--- config.mk ---
export PLATFORM = sky130hd
export DESIGN_NAME = car_control
export DESIGN_NICKNAME = d
export VERILOG_FILES = /design/src/rtl/car_control_pkg.sv /design/src/rtl/car_control_lane.sv /design/src/rtl/car_control.sv
export SDC_FILE = /design/constraint.sdc
export NUM_CORES = 1
export LEC_CHECK = 0
export ABC_AREA = 1
export BUFFER_PORTS_ARGS = -buffer_cell sky130_fd_sc_hd__buf_2
export CELL_PAD_IN_SITES_DETAIL_PLACEMENT = 1
export CELL_PAD_IN_SITES_GLOBAL_PLACEMENT = 2
export CORE_UTILIZATION = 36
export CTS_CLUSTER_SIZE = 24
export DETAILED_ROUTE_END_ITERATION = 8
export PLACE_DENSITY_LB_ADDON = 0.1
export REMOVE_ABC_BUFFERS = 1
export SLEW_MARGIN = 20
export SYNTH_ARGS = -nofsm -noshare
export SYNTH_HDL_FRONTEND = slang
export SYNTH_SLANG_ARGS = --single-unit
export TNS_END_PERCENT = 10
--- constraint.sdc ---
create_clock -name CLK -period 4.3 [get_ports CLK]
set_clock_uncertainty 0.05 [all_clocks]
set_input_delay 0.86 -clock CLK [delete_from_list [all_inputs] [get_ports CLK]]
set_output_delay 0.86 -clock CLK [all_outputs]
set_load 0.01 [all_outputs]
--- src/rtl/car_control_pkg.sv ---
// Shared game constants and the run/pause state type used by the car, player
// and renderer blocks.
package car_control_pkg;

  localparam int H_DISPLAY     = 640;
  localparam int V_DISPLAY     = 480;
  localparam int CAR_WIDTH     = 32;
  localparam int CAR_HEIGHT    = 16;
  localparam int CAR_Y1        = 96;
  localparam int CAR_Y2        = 176;
  localparam int CAR_Y3        = 256;
  localparam int CAR_Y4        = 336;
  localparam int PLAYER_WIDTH  = 16;
  localparam int PLAYER_HEIGHT = 16;

  typedef enum logic [1:0] {
    IDLE   = 2'd0,
    RUN    = 2'd1,
    PAUSED = 2'd2
  } game_state_t;

endpackage

--- src/rtl/car_control_lane.sv ---
// One car lane: a level-scaled period divider that moves the car one STEP
// per period in a fixed direction, wrapping at the screen edge.
module car_lane #(
  parameter bit          DIR         = 1'b0,
  parameter int unsigned LANE_PERIOD = 1_000_000,
  parameter int unsigned INIT_X      = 0,
  parameter int unsigned STEP        = 8,
  parameter int unsigned H_DISPLAY   = 640
) (
  input  logic       CLK,
  input  logic       RST,
  input  logic       enable,
  input  logic       clear,
  input  logic [1:0] level,
  output logic [9:0] x
);

  localparam int          CW     = $clog2(LANE_PERIOD + 1);
  localparam logic [10:0] STEP_W = 11'(STEP);
  localparam logic [10:0] H_W    = 11'(H_DISPLAY);

  logic [CW-1:0] cnt;
  logic [31:0]   period;
  logic          tick;
  logic [10:0]   x_ext;
  logic [10:0]   x_nxt;

  // Halving per level, but never faster than one move every two cycles.
  always_comb begin
    period = 32'(LANE_PERIOD) >> level;
    if (period < 32'd2) period = 32'd2;
  end

  assign tick  = enable && !clear && (32'(cnt) >= period - 32'd1);
  assign x_ext = {1'b0, x};

  always_comb begin
    x_nxt = x_ext;
    if (!DIR) begin
      if (x_ext + STEP_W >= H_W) x_nxt = x_ext + STEP_W - H_W;
      else                       x_nxt = x_ext + STEP_W;
    end else begin
      if (x_ext < STEP_W) x_nxt = x_ext + H_W - STEP_W;
      else                x_nxt = x_ext - STEP_W;
    end
  end

  // clear wins over a pending tick so a level change never moves the car.
  always_ff @(posedge CLK or posedge RST) begin
    if (RST) begin
      cnt <= '0;
      x   <= 10'(INIT_X);
    end else if (clear) begin
      cnt <= '0;
    end else if (enable) begin
      if (tick) begin
        cnt <= '0;
        x   <= x_nxt[9:0];
      end else begin
        cnt <= cnt + CW'(1);
      end
    end
  end

endmodule

--- src/rtl/car_control.sv ---
// Four-lane car position generator with a run/pause FSM and a saturating
// level counter that speeds every lane up.
module car_control #(
  parameter int unsigned H_DISPLAY    = car_control_pkg::H_DISPLAY,
  parameter int unsigned STEP         = 8,
  parameter int unsigned LANE_PERIOD1 = 1_000_000,
  parameter int unsigned LANE_PERIOD2 = 800_000,
  parameter int unsigned LANE_PERIOD3 = 600_000,
  parameter int unsigned LANE_PERIOD4 = 400_000,
  parameter int unsigned INIT_X1      = 0,
  parameter int unsigned INIT_X2      = 160,
  parameter int unsigned INIT_X3      = 320,
  parameter int unsigned INIT_X4      = 480,
  parameter int unsigned MAX_LEVEL    = 3
) (
  input  logic                         CLK,
  input  logic                         RST,
  input  logic                         start,
  input  logic                         pause,
  input  logic                         level_up,
  output logic [9:0]                   car_x1,
  output logic [9:0]                   car_x2,
  output logic [9:0]                   car_x3,
  output logic [9:0]                   car_x4,
  output logic [1:0]                   level,
  output logic                         running,
  output car_control_pkg::game_state_t dbg_state
);

  car_control_pkg::game_state_t state, state_nxt;
  logic level_ok;
  logic lane_en;

  // level_up is only meaningful once a game is under way.
  assign level_ok  = level_up && (state != car_control_pkg::IDLE);
  assign lane_en   = (state == car_control_pkg::RUN);
  assign dbg_state = state;

  always_comb begin
    state_nxt = state;
    case (state)
      car_control_pkg::IDLE:   if (start)  state_nxt = car_control_pkg::RUN;
      car_control_pkg::RUN:    if (pause)  state_nxt = car_control_pkg::PAUSED;
      car_control_pkg::PAUSED: if (!pause) state_nxt = car_control_pkg::RUN;
      default:                 state_nxt = car_control_pkg::IDLE;
    endcase
  end

  always_ff @(posedge CLK or posedge RST) begin
    if (RST) begin
      state   <= car_control_pkg::IDLE;
      running <= 1'b0;
      level   <= 2'd0;
    end else begin
      state   <= state_nxt;
      running <= (state_nxt == car_control_pkg::RUN);
      if (level_ok && (level < 2'(MAX_LEVEL))) level <= level + 2'd1;
    end
  end

  car_lane #(.DIR(1'b0), .LANE_PERIOD(LANE_PERIOD1), .INIT_X(INIT_X1),
             .STEP(STEP), .H_DISPLAY(H_DISPLAY)) u_lane1 (
    .CLK(CLK), .RST(RST), .enable(lane_en), .clear(level_ok), .level(level), .x(car_x1));
  car_lane #(.DIR(1'b1), .LANE_PERIOD(LANE_PERIOD2), .INIT_X(INIT_X2),
             .STEP(STEP), .H_DISPLAY(H_DISPLAY)) u_lane2 (
    .CLK(CLK), .RST(RST), .enable(lane_en), .clear(level_ok), .level(level), .x(car_x2));
  car_lane #(.DIR(1'b0), .LANE_PERIOD(LANE_PERIOD3), .INIT_X(INIT_X3),
             .STEP(STEP), .H_DISPLAY(H_DISPLAY)) u_lane3 (
    .CLK(CLK), .RST(RST), .enable(lane_en), .clear(level_ok), .level(level), .x(car_x3));
  car_lane #(.DIR(1'b1), .LANE_PERIOD(LANE_PERIOD4), .INIT_X(INIT_X4),
             .STEP(STEP), .H_DISPLAY(H_DISPLAY)) u_lane4 (
    .CLK(CLK), .RST(RST), .enable(lane_en), .clear(level_ok), .level(level), .x(car_x4));

endmodule

==> results.yml, run 1 <==
worst_setup_path:
  max_stage_delay_ns: 0.49
  cp.required_ns: 4.54
  cp-start-kind: "flop"
  critPathCaptureType: "flop"
  worstPathCellList: "inv_1 -> ha_1 -> inv_1 -> ha_1 -> a21oi_1 -> nor2_1 -> a211oi_1 -> nand3_1 -> buf_4 -> o21ai_1"
  crit_arrival_ns: 3.38
  critical_path_class: "flop to flop"
  critical_path.top_delay_family: "adder cells"
  cp_max_fo: 11
  slowest_stage: "dfrtp_1"
  path_buf_inv: 3
die:
  initial_core_util_pct: 36.6
  die_area_um2: 24400
  pin_count: 50
  rows: 56
  die_h_um: 156
  die_w_um: 156
  core_um2: 23400
clock_network:
  clock-sinks: 112
  cts.path.max_buffers: 2
  post_cts_buffers: 0
  insertion_delay_ns: 0.36
  cts.repair.resized: 0
  cts_hold_buf: 0
  clk_pin_slew_ns: 0.07
  cts_tree: "built"
  cts_buffers: 9
  cts_max_level: 3
  cts_root_buf: "clkbuf_16"
yosys:
  ys_seq_area_share_pct: 32.9
  ys_ff_latch: 112
  synth_top_area_share_pct: 30.4
  synth_commonest_cells: "370 x nand2_1, 119 x nor2_1, 104 x dfrtp_1"
  yosysWarnings: 0
  synth_edf_count: 0
  synth.avg_cell_area_um2: 7.42
  yosysTopAreaCell: "dfrtp_1"
  synth-main-ff-cell: "dfrtp_1"
  synthArstFlopShare_pct: 100
  synth_area_leaders: "dfrtp_1 30%, nand2_1 16%, ha_1 14%"
  synth.most_common_cell: "nand2_1"
  synthCells: 1153
  syn_area_um2: 8550
  ys_types: 36
power_and_ir_drop:
  irDropWorstVdd_mv: 0.283
  swShare_pct: 41.6
  powerDensity_nw_per_um2: 350
  combPwrFrac_pct: 36.6
  switchingPower_mw: 1.37
  sequentialPowerShare_pct: 36.5
  p_leak_nw: 4.60
  internal-power_mw: 1.92
  clkPwrFrac_pct: 26.9
grt:
  grt_max_degree: 66
  overflow: 0
  grt_pass1_vias: 7605
  grt_pass1_wl_um: 38500
  grt_antenna_before_repair: 0
  grt_use_total_pct: 19.8
detailed_routing:
  drt.antenna.violating_nets: 0
  drt-wirelength-per-cell_um: 14.7
  routed_wl_um: 22300
  dr.pass1.iters: 4
  drtIter0Drc: 273
  via_per_inst: 4.85
  drc_errors: 0
  vias: 7374
final_layout:
  layout-drive-gt1-share_pct: 8.66
  nNetsFinal: 1298
  final_area_um2: 9390
  area_growth_pct: 9.73
  diodes: 0
placed_design:
  place_area_um2: 9090
  gp_congestion: 0.770
  port_buffers: 37
  dp.final_hpwl_um: 17000
outcome:
  status: "finished, final reports clean"
timing:
  min_period_ns: 3.15
  maxSlewViolCount: 0
  setup_violations: 0
  fin_crit_sh_pct: 73.2
  hold-worst-slack_ns: 0.451
  slew_headroom_pct: 55.8
  tightestPinTransition_ns: 0.663
  max_freq_ghz: 0.318
  rsz0062_at_grt: "false"
  hold_viol: 0
  fin_setup_tns_ns: 0
run:
  drv_cap: 0
worst_hold_path:
  hp-class: "flop to flop"
[cell families (layout without fill, tap and decap cells)]
kind of cell,Yosys count,in the layout,share of synthesized area [%]
and+or+nand+nor,611,611,30.1
AOI/OAI and AO/OA,127,127,8.34
buffers and inverters,124,149,6.25
DFF,112,112,32.9
adders and majority gates,97,97,14.2
xor gates and xnor gates,80,80,8.19
other,2,25,0.0878
[stage by stage]
step / setup slack (ns) / instances / total power, mW / util [%]
4_1_cts: 1.10 / 1520 / 3.37 / 40.1
6_report: 1.15 / 1520 / 3.29 / 40.1
3_3_place_gp: 1.28 / 1504 / 2.43 / 38.9
2_1_floorplan: 0.444 / 1141 / 2.01 / -
5_1_grt: 0.882 / 1520 / 3.58 / 40.1
3_5_place_dp: 1.09 / 1504 / 2.46 / 38.9
[routing by layer]
| metal | vias to the layer above | GRT usage (%) | wire length [um] |
|---|---|---|---|
| met2 | 35 | 34.2 | 10900 |
| met4 | 0 | 4.15 | 219 |
| met3 | 15 | 2.14 | 318 |
| met5 | - | 0 | 0 |
| li1 | 3791 | - | - |
| met1 | 3533 | 26.6 | 10900 |
[layout make-up]
type                       count  area [um2]
fill                        2983       14000
timing repair buffer          44         250
clock inverter                 6        65.1
multi-input combinational    940        5290
tap                          319         399
clock buffer                  10         229
inverter                      89         337
sequential                   112        2810
[cells in the final DEF, fill, tap and decap left out, types with 2 or more instances in the layout]
| cell type | Yosys | routed |
|---|---|---|
| nand2_2 | 9 | 9 |
| nand3b_1 | 7 | 7 |
| nor3_2 | 3 | 3 |
| inv_1 | 88 | 87 |
| xor2_1 | 57 | 57 |
| nand4_1 | 29 | 29 |
| nand3_1 | 61 | 61 |
| nor2_1 | 119 | 119 |
| a21o_1 | 4 | 4 |
| dfstp_2 | 8 | 8 |
| a21oi_1 | 28 | 28 |
| o21ai_1 | 62 | 62 |
| inv_6 | 0 | 2 |
| ha_1 | 97 | 97 |
| o21ai_0 | 16 | 16 |
| nand2_1 | 370 | 370 |
| conb_1 | 2 | 25 |
| a211oi_1 | 2 | 2 |
| nor3_1 | 2 | 2 |
| clkinv_2 | 0 | 2 |
| buf_4 | 12 | 6 |
| o21ai_2 | 10 | 10 |
| nand3_4 | 2 | 2 |
| xnor2_1 | 23 | 23 |
| buf_2 | 7 | 37 |
| dfrtp_1 | 104 | 104 |
| clkbuf_16 | 0 | 9 |
| or2_2 | 6 | 6 |
[power by group through the flow]
| stage | combinational [mW] | sequential (mW) | clock [mW] |
|---|---|---|---|
| final | 1.20 | 1.20 | 0.884 |
| after global routing | 1.41 | 1.21 | 0.953 |
| after CTS | 1.24 | 1.20 | 0.923 |
| after detailed placement | 1.24 | 1.22 | 0 |
| after global placement | 1.21 | 1.22 | 0 |
| after floorplan | 0.795 | 1.22 | 0 |
[registers in the layout (all words and copies together), names as in the netlist, 7 cells and up]
name and count:
u_lane3.x 7, u_lane1.x 7, u_lane3.cnt 20, u_lane2.cnt 20
u_lane1.cnt 20, u_lane4.x 7, u_lane2.x 7, u_lane4.cnt 19
[worst paths after layout]
check                                          from                     endpoint  slack, ns  depth (start not counted)
max in group asynchronous                       RST     u_lane4.x[5]$_DFFE_PP1P_       2.83                          3
min                        u_lane3.x[6]$_DFFE_PP1P_     u_lane3.x[6]$_DFFE_PP1P_       0.45                          2
min reg2reg                u_lane3.x[6]$_DFFE_PP1P_     u_lane3.x[6]$_DFFE_PP1P_       0.45                          2
min in group asynchronous                       RST     u_lane1.x[3]$_DFFE_PP0P_       0.54                          2
max                            level[0]$_DFFE_PP0P_  u_lane2.cnt[12]$_DFFE_PP0P_       1.15                         10
max reg2reg                    level[0]$_DFFE_PP0P_  u_lane2.cnt[12]$_DFFE_PP0P_       1.15                         10
[tightest hold or removal path: cells and delay by family (launching register included)]
kind             cells  cell delay, ns
DFF                  1            0.39
and+or+nand+nor      2            0.11
(Power assumes the default switching activity.)
==> run 2, diff against run 1 <==
==> constraint.sdc (replaced) <==
create_clock -name CLK -period 2.9 [get_ports CLK]
set_clock_uncertainty 0.05 [all_clocks]
set_input_delay 0.58 -clock CLK [delete_from_list [all_inputs] [get_ports CLK]]
set_output_delay 0.58 -clock CLK [all_outputs]
set_load 0.01 [all_outputs]
==> results.yml, run 2 (synthesized netlist as in run 1, its figures left out) <==
power_and_ir_drop:
  irDropWorstVdd_mv: 0.440
  swShare_pct: 41.8
  post-layout-total-power_mw: 4.91
  powerDensity_nw_per_um2: 520
  sequentialPowerShare_pct: 35.9
  p_leak_nw: 4.65
  switchingPower_mw: 2.05
  clkPwrFrac_pct: 25.2
  internal-power_mw: 2.86
  combPwrFrac_pct: 39.0
detailed_routing:
  routed_wl_um: 22500
  drt-wirelength-per-cell_um: 14.8
  drc_errors: 0
  drtIter0Drc: 286
  vias: 7375
  via_per_inst: 4.83
  dr.pass1.iters: 4
  drt.antenna.violating_nets: 0
final_layout:
  area_growth_pct: 10.4
  layout-drive-gt1-share_pct: 9.27
  final_area_um2: 9450
  nNetsFinal: 1305
  final_cell_mix: "370 x nand2_1, 118 x nor2_1, 104 x dfrtp_1"
  final_common_cell: "nand2_1"
  stdcell_count: 1527
  diodes: 0
  reg_top3: "u_lane1.cnt (20), u_lane2.cnt (20), u_lane3.cnt (20)"
worst_setup_path:
  critical_path.top_delay_family: "buffers and inverters"
  rrSetupSlack_ns: 0.28
  max_stage_delay_ns: 0.38
  cp-start-kind: "flop"
  cp.required_ns: 3.12
  critPathCaptureType: "flop"
  worstPathCellList: "inv_1 -> ha_1 -> inv_1 -> buf_4 -> ha_1 -> nand2_1 -> inv_1 -> a221oi_2 -> nand3_4 -> o21ai_1"
  crit_top_cell: "inv_1"
  cp_max_fo: 19
  path_buf_inv: 4
  critical_path_class: "flop to flop"
  slowest_stage: "dfrtp_1"
  crit_arrival_ns: 2.84
clock_network:
  post_cts_buffers: 0
  clock-sinks: 112
  cts_buffers: 9
  clk_pin_slew_ns: 0.08
  cts_max_level: 3
  insertion_delay_ns: 0.36
  cts_hold_buf: 0
  cts_tree: "built"
  cts_root_buf: "clkbuf_16"
  cts.path.max_buffers: 2
timing:
  hold_viol: 0
  rsz0062_at_grt: "false"
  tightestPinTransition_ns: 0.594
  setup_violations: 0
  maxSlewViolCount: 0
  slew_headroom_pct: 60.3
  max_freq_ghz: 0.382
  fin_crit_sh_pct: 90.2
  min_period_ns: 2.62
  fin_setup_tns_ns: 0
placed_design:
  port_buffers: 37
  gp_congestion: 0.769
  place_inst: 1511
  dp.final_hpwl_um: 17300
  place_area_um2: 9160
die:
  die_w_um: 156
  initial_core_util_pct: 36.6
  die_area_um2: 24400
  die_h_um: 156
  pin_count: 50
  rows: 56
  core_um2: 23400
worst_hold_path:
  hp-class: "input pin to asynchronous set/reset pin"
grt:
  grt_max_degree: 72
  overflow: 0
  grt_pass1_wl_um: 38500
  grt_use_total_pct: 19.9
  grt_antenna_before_repair: 0
  grt_pass1_vias: 7521
outcome:
  status: "finished, final reports clean"
run:
  drv_cap: 0
run 2: routing by layer:
layer / part of all wire [%] / global-route usage (%)
met1: 50 / 26.8
met2: 47 / 33.2
met3: 1.9 / 2.72
met4: 1.7 / 5.46
met5: 0 / 0
run 2: cell type report:
cell class,count,area [um2]
Tap cell,319,399
Clock buffer,11,243
Fill cell,2982,14000
Sequential cell,112,2810
Clock inverter,5,38.8
Timing Repair Buffer,51,315
Inverter,89,337
Multi-Input combinational cell,940,5300
run 2: metrics by stage:
| step | setup slack (ns) | util (%) | hold slack, ns |
|---|---|---|---|
| 2_1_floorplan | -0.676 | - | 0.437 |
| 3_3_place_gp | 0.291 | 39.1 | 0.435 |
| 3_5_place_dp | 0.215 | 39.1 | 0.453 |
| 4_1_cts | 0.136 | 40.3 | 0.213 |
| 5_1_grt | 0.0262 | 40.4 | 0.248 |
| 6_report | 0.284 | 40.4 | 0.222 |
run 2: path summary, 6_finish.rpt:
kind	startpoint	endpoint	cells past startpoint
worst max-delay path	level[0]$_DFFE_PP0P_	u_lane4.cnt[12]$_DFFE_PP0P_	10
worst min-delay path	RST	dbg_state[1]$_DFF_PP0_	2
worst max register to register	level[0]$_DFFE_PP0P_	u_lane4.cnt[12]$_DFFE_PP0P_	10
worst min register to register	u_lane3.x[6]$_DFFE_PP1P_	u_lane3.x[6]$_DFFE_PP1P_	2
max in group asynchronous	RST	u_lane3.x[8]$_DFFE_PP1P_	3
min in group CLK	pause	dbg_state[0]$_DFF_PP0_	2
run 2: power groups by stage:
stage / logic [mW] / clock network [mW] / registers (mW)
5_1_grt: 2.23 / 1.36 / 1.78
4_1_cts: 1.97 / 1.31 / 1.76
2_1_floorplan: 1.18 / 0 / 1.80
6_report: 1.91 / 1.24 / 1.76
3_5_place_dp: 1.96 / 0 / 1.79
3_3_place_gp: 1.92 / 0 / 1.79
run 2: what timing repair did:
item,CTS,global route
gates resized for setup,0,3
endpoints found under the setup margin,0,27
endpoints found under the hold margin,0,0
==> run 3, diff against run 2 <==
--- a/config.mk
+++ b/config.mk
@@ -9,7 +9,9 @@
 export BUFFER_PORTS_ARGS = -buffer_cell sky130_fd_sc_hd__buf_2
 export CELL_PAD_IN_SITES_DETAIL_PLACEMENT = 1
 export CELL_PAD_IN_SITES_GLOBAL_PLACEMENT = 2
+export CORE_MARGIN = 5
 export CORE_UTILIZATION = 36
+export CTS_BUF_LIST = sky130_fd_sc_hd__clkbuf_8 sky130_fd_sc_hd__clkbuf_16
 export CTS_CLUSTER_SIZE = 24
 export DETAILED_ROUTE_END_ITERATION = 8
 export PLACE_DENSITY_LB_ADDON = 0.1
==> results.yml, run 3 (synthesized netlist as in run 1, its figures left out) <==
worst_setup_path:
  worstPathCellList: "inv_1 -> ha_1 -> or2_2 -> nor2_2 -> ha_1 -> a21o_1 -> nor2_1 -> nand2_1 -> nand2_1 -> nand2_1 -> nand2_1 -> nand3_1 -> buf_6 -> o21ai_1"
  critical_path_class: "flop to flop"
  crit_arrival_ns: 2.90
  max_stage_delay_ns: 0.42
  cp.required_ns: 3.13
  critical_path.top_delay_family: "simple AND/OR/NAND/NOR gates"
  slowest_stage: "dfrtp_2"
  cp-start-kind: "flop"
  path_buf_inv: 2
  crit_top_cell: "nand2_1"
  cp_max_fo: 20
  critPathCaptureType: "flop"
power_and_ir_drop:
  post-layout-total-power_mw: 5.05
  powerDensity_nw_per_um2: 531
  irDropWorstVdd_mv: 0.682
  p_leak_nw: 4.68
die:
  rows: 56
  core_um2: 23400
  die_w_um: 164
  die_area_um2: 26900
  die_h_um: 164
  pin_count: 50
  initial_core_util_pct: 36.6
detailed_routing:
  drt-wirelength-per-cell_um: 15.0
  routed_wl_um: 23000
  drc_errors: 0
  top_layer_used: "met4"
  wl_met2_um: 10900
  vias: 7431
  drtIter0Drc: 278
  drt-met1-wl_um: 11600
  via_per_inst: 4.85
  drt.antenna.violating_nets: 0
  wl_met3_um: 343
  dr.pass1.iters: 6
clock_network:
  post_cts_buffers: 0
  clk_pin_slew_ns: 0.08
  cts_tree: "built"
  cts.path.max_buffers: 2
  cts_buffers: 9
  insertion_delay_ns: 0.36
  cts_max_level: 3
  clock-sinks: 112
  cts_root_buf: "clkbuf_16"
placed_design:
  place_inst: 1515
  dp.final_hpwl_um: 17700
  dpl_worst_slack_ns: 0.0484
  place_area_um2: 9190
  gp_congestion: 0.772
  port_buffers: 37
final_layout:
  diodes: 0
  seq_area_um2: 2810
  fin_util_pct: 40.6
  stdcell_count: 1531
  final_area_um2: 9500
  final_common_cell: "nand2_1"
  area_growth_pct: 11.1
  final_cell_mix: "370 x nand2_1, 118 x nor2_1, 103 x dfrtp_1"
  layout-drive-gt1-share_pct: 9.82
  reg_top3: "u_lane1.cnt (20), u_lane2.cnt (20), u_lane3.cnt (20)"
  fillers: 3031
  multiInputGateArea_um2: 5310
  nNetsFinal: 1309
timing:
  setup_slack_ns: 0.231
  setup_violations: 0
  hold_viol: 0
  fin_setup_tns_ns: 0
  hold-worst-slack_ns: 0.217
  slew_headroom_pct: 63.3
  min_period_ns: 2.67
  max_freq_ghz: 0.375
  rsz0062_at_grt: "false"
  fin_crit_sh_pct: 92.0
  tightestPinTransition_ns: 0.550
  maxSlewViolCount: 0
grt:
  grt_pass1_vias: 7723
  grt_max_degree: 72
  grt_use_total_pct: 17.7
  grt_pass1_wl_um: 39000
  overflow: 0
  grt_antenna_before_repair: 0
worst_hold_path:
  hp-class: "input pin to asynchronous set/reset pin"
outcome:
  status: "finished, final reports clean"
run:
  drv_cap: 0
==> run 3: cell count changes in the layout (fill, tap and decap cells not counted) <==
cell	before	now
ha_1	97	95
ha_2	0	2
buf_6	0	1
bufinv_16	0	1
clkbuf_1	1	0
dfrtp_1	104	103
clkbuf_8	1	0
buf_4	12	15
inv_1	87	88
dfrtp_2	0	1
inv_6	2	1
clkinv_4	1	2
==> run 3: worst paths after layout <==
check	start	end	slack, ns	cells after the start
max in group asynchronous	RST	u_lane3.cnt[0]$_DFFE_PP0P_	1.87	3
worst min-delay path	RST	u_lane3.x[5]$_DFFE_PP0P_	0.22	2
min in group CLK	pause	dbg_state[0]$_DFF_PP0_	0.39	2
worst max register to register	level[1]$_DFFE_PP0P_	u_lane3.cnt[10]$_DFFE_PP0P_	0.23	14
worst max-delay path	level[1]$_DFFE_PP0P_	u_lane3.cnt[10]$_DFFE_PP0P_	0.23	14
worst min register to register	u_lane3.x[6]$_DFFE_PP1P_	u_lane3.x[6]$_DFFE_PP1P_	0.45	2
==> run 3: power breakdown <==
| group | switching, mW | internal (mW) | total, mW |
|---|---|---|---|
| combinational | 1.32 | 0.629 | 1.95 |
| sequential | 0.122 | 1.65 | 1.77 |
| clock | 0.648 | 0.675 | 1.32 |
| total | 2.09 | 2.95 | 5.05 |
==> run 3: layer usage <==
layer  vias to the layer above  GRT usage (%)
met5                         -              0
met4                         0           3.43
met3                        13           1.58
met2                        40           30.2
met1                      3559           24.7
li1                       3819              -
==> run 3: worst reg2reg max path, delay by kind of cell, from the launching register on <==
| kind | cells | cell delay, ns |
|---|---|---|
| compound gates | 2 | 0.32 |
| buf+inv | 2 | 0.33 |
| flops | 1 | 0.42 |
| fa+ha+maj | 2 | 0.52 |
| simple gates | 8 | 0.96 |
==> run 3: area by class of cell <==
type | instances | share of cell area, %
Sequential cell | 112 | 29.6
Tap cell | 319 | 4.20
Clock buffer | 9 | 2.37
Clock inverter | 7 | 0.764
Multi-Input combinational cell | 940 | 55.8
Timing Repair Buffer | 55 | 3.67
Inverter | 89 | 3.54
==> run 3: what timing repair did <==
item | 4_1_cts | 5_1_grt
gates resized for setup | 0 | 7
setup endpoints to repair | 0 | 76
hold buffers | 0 | 0
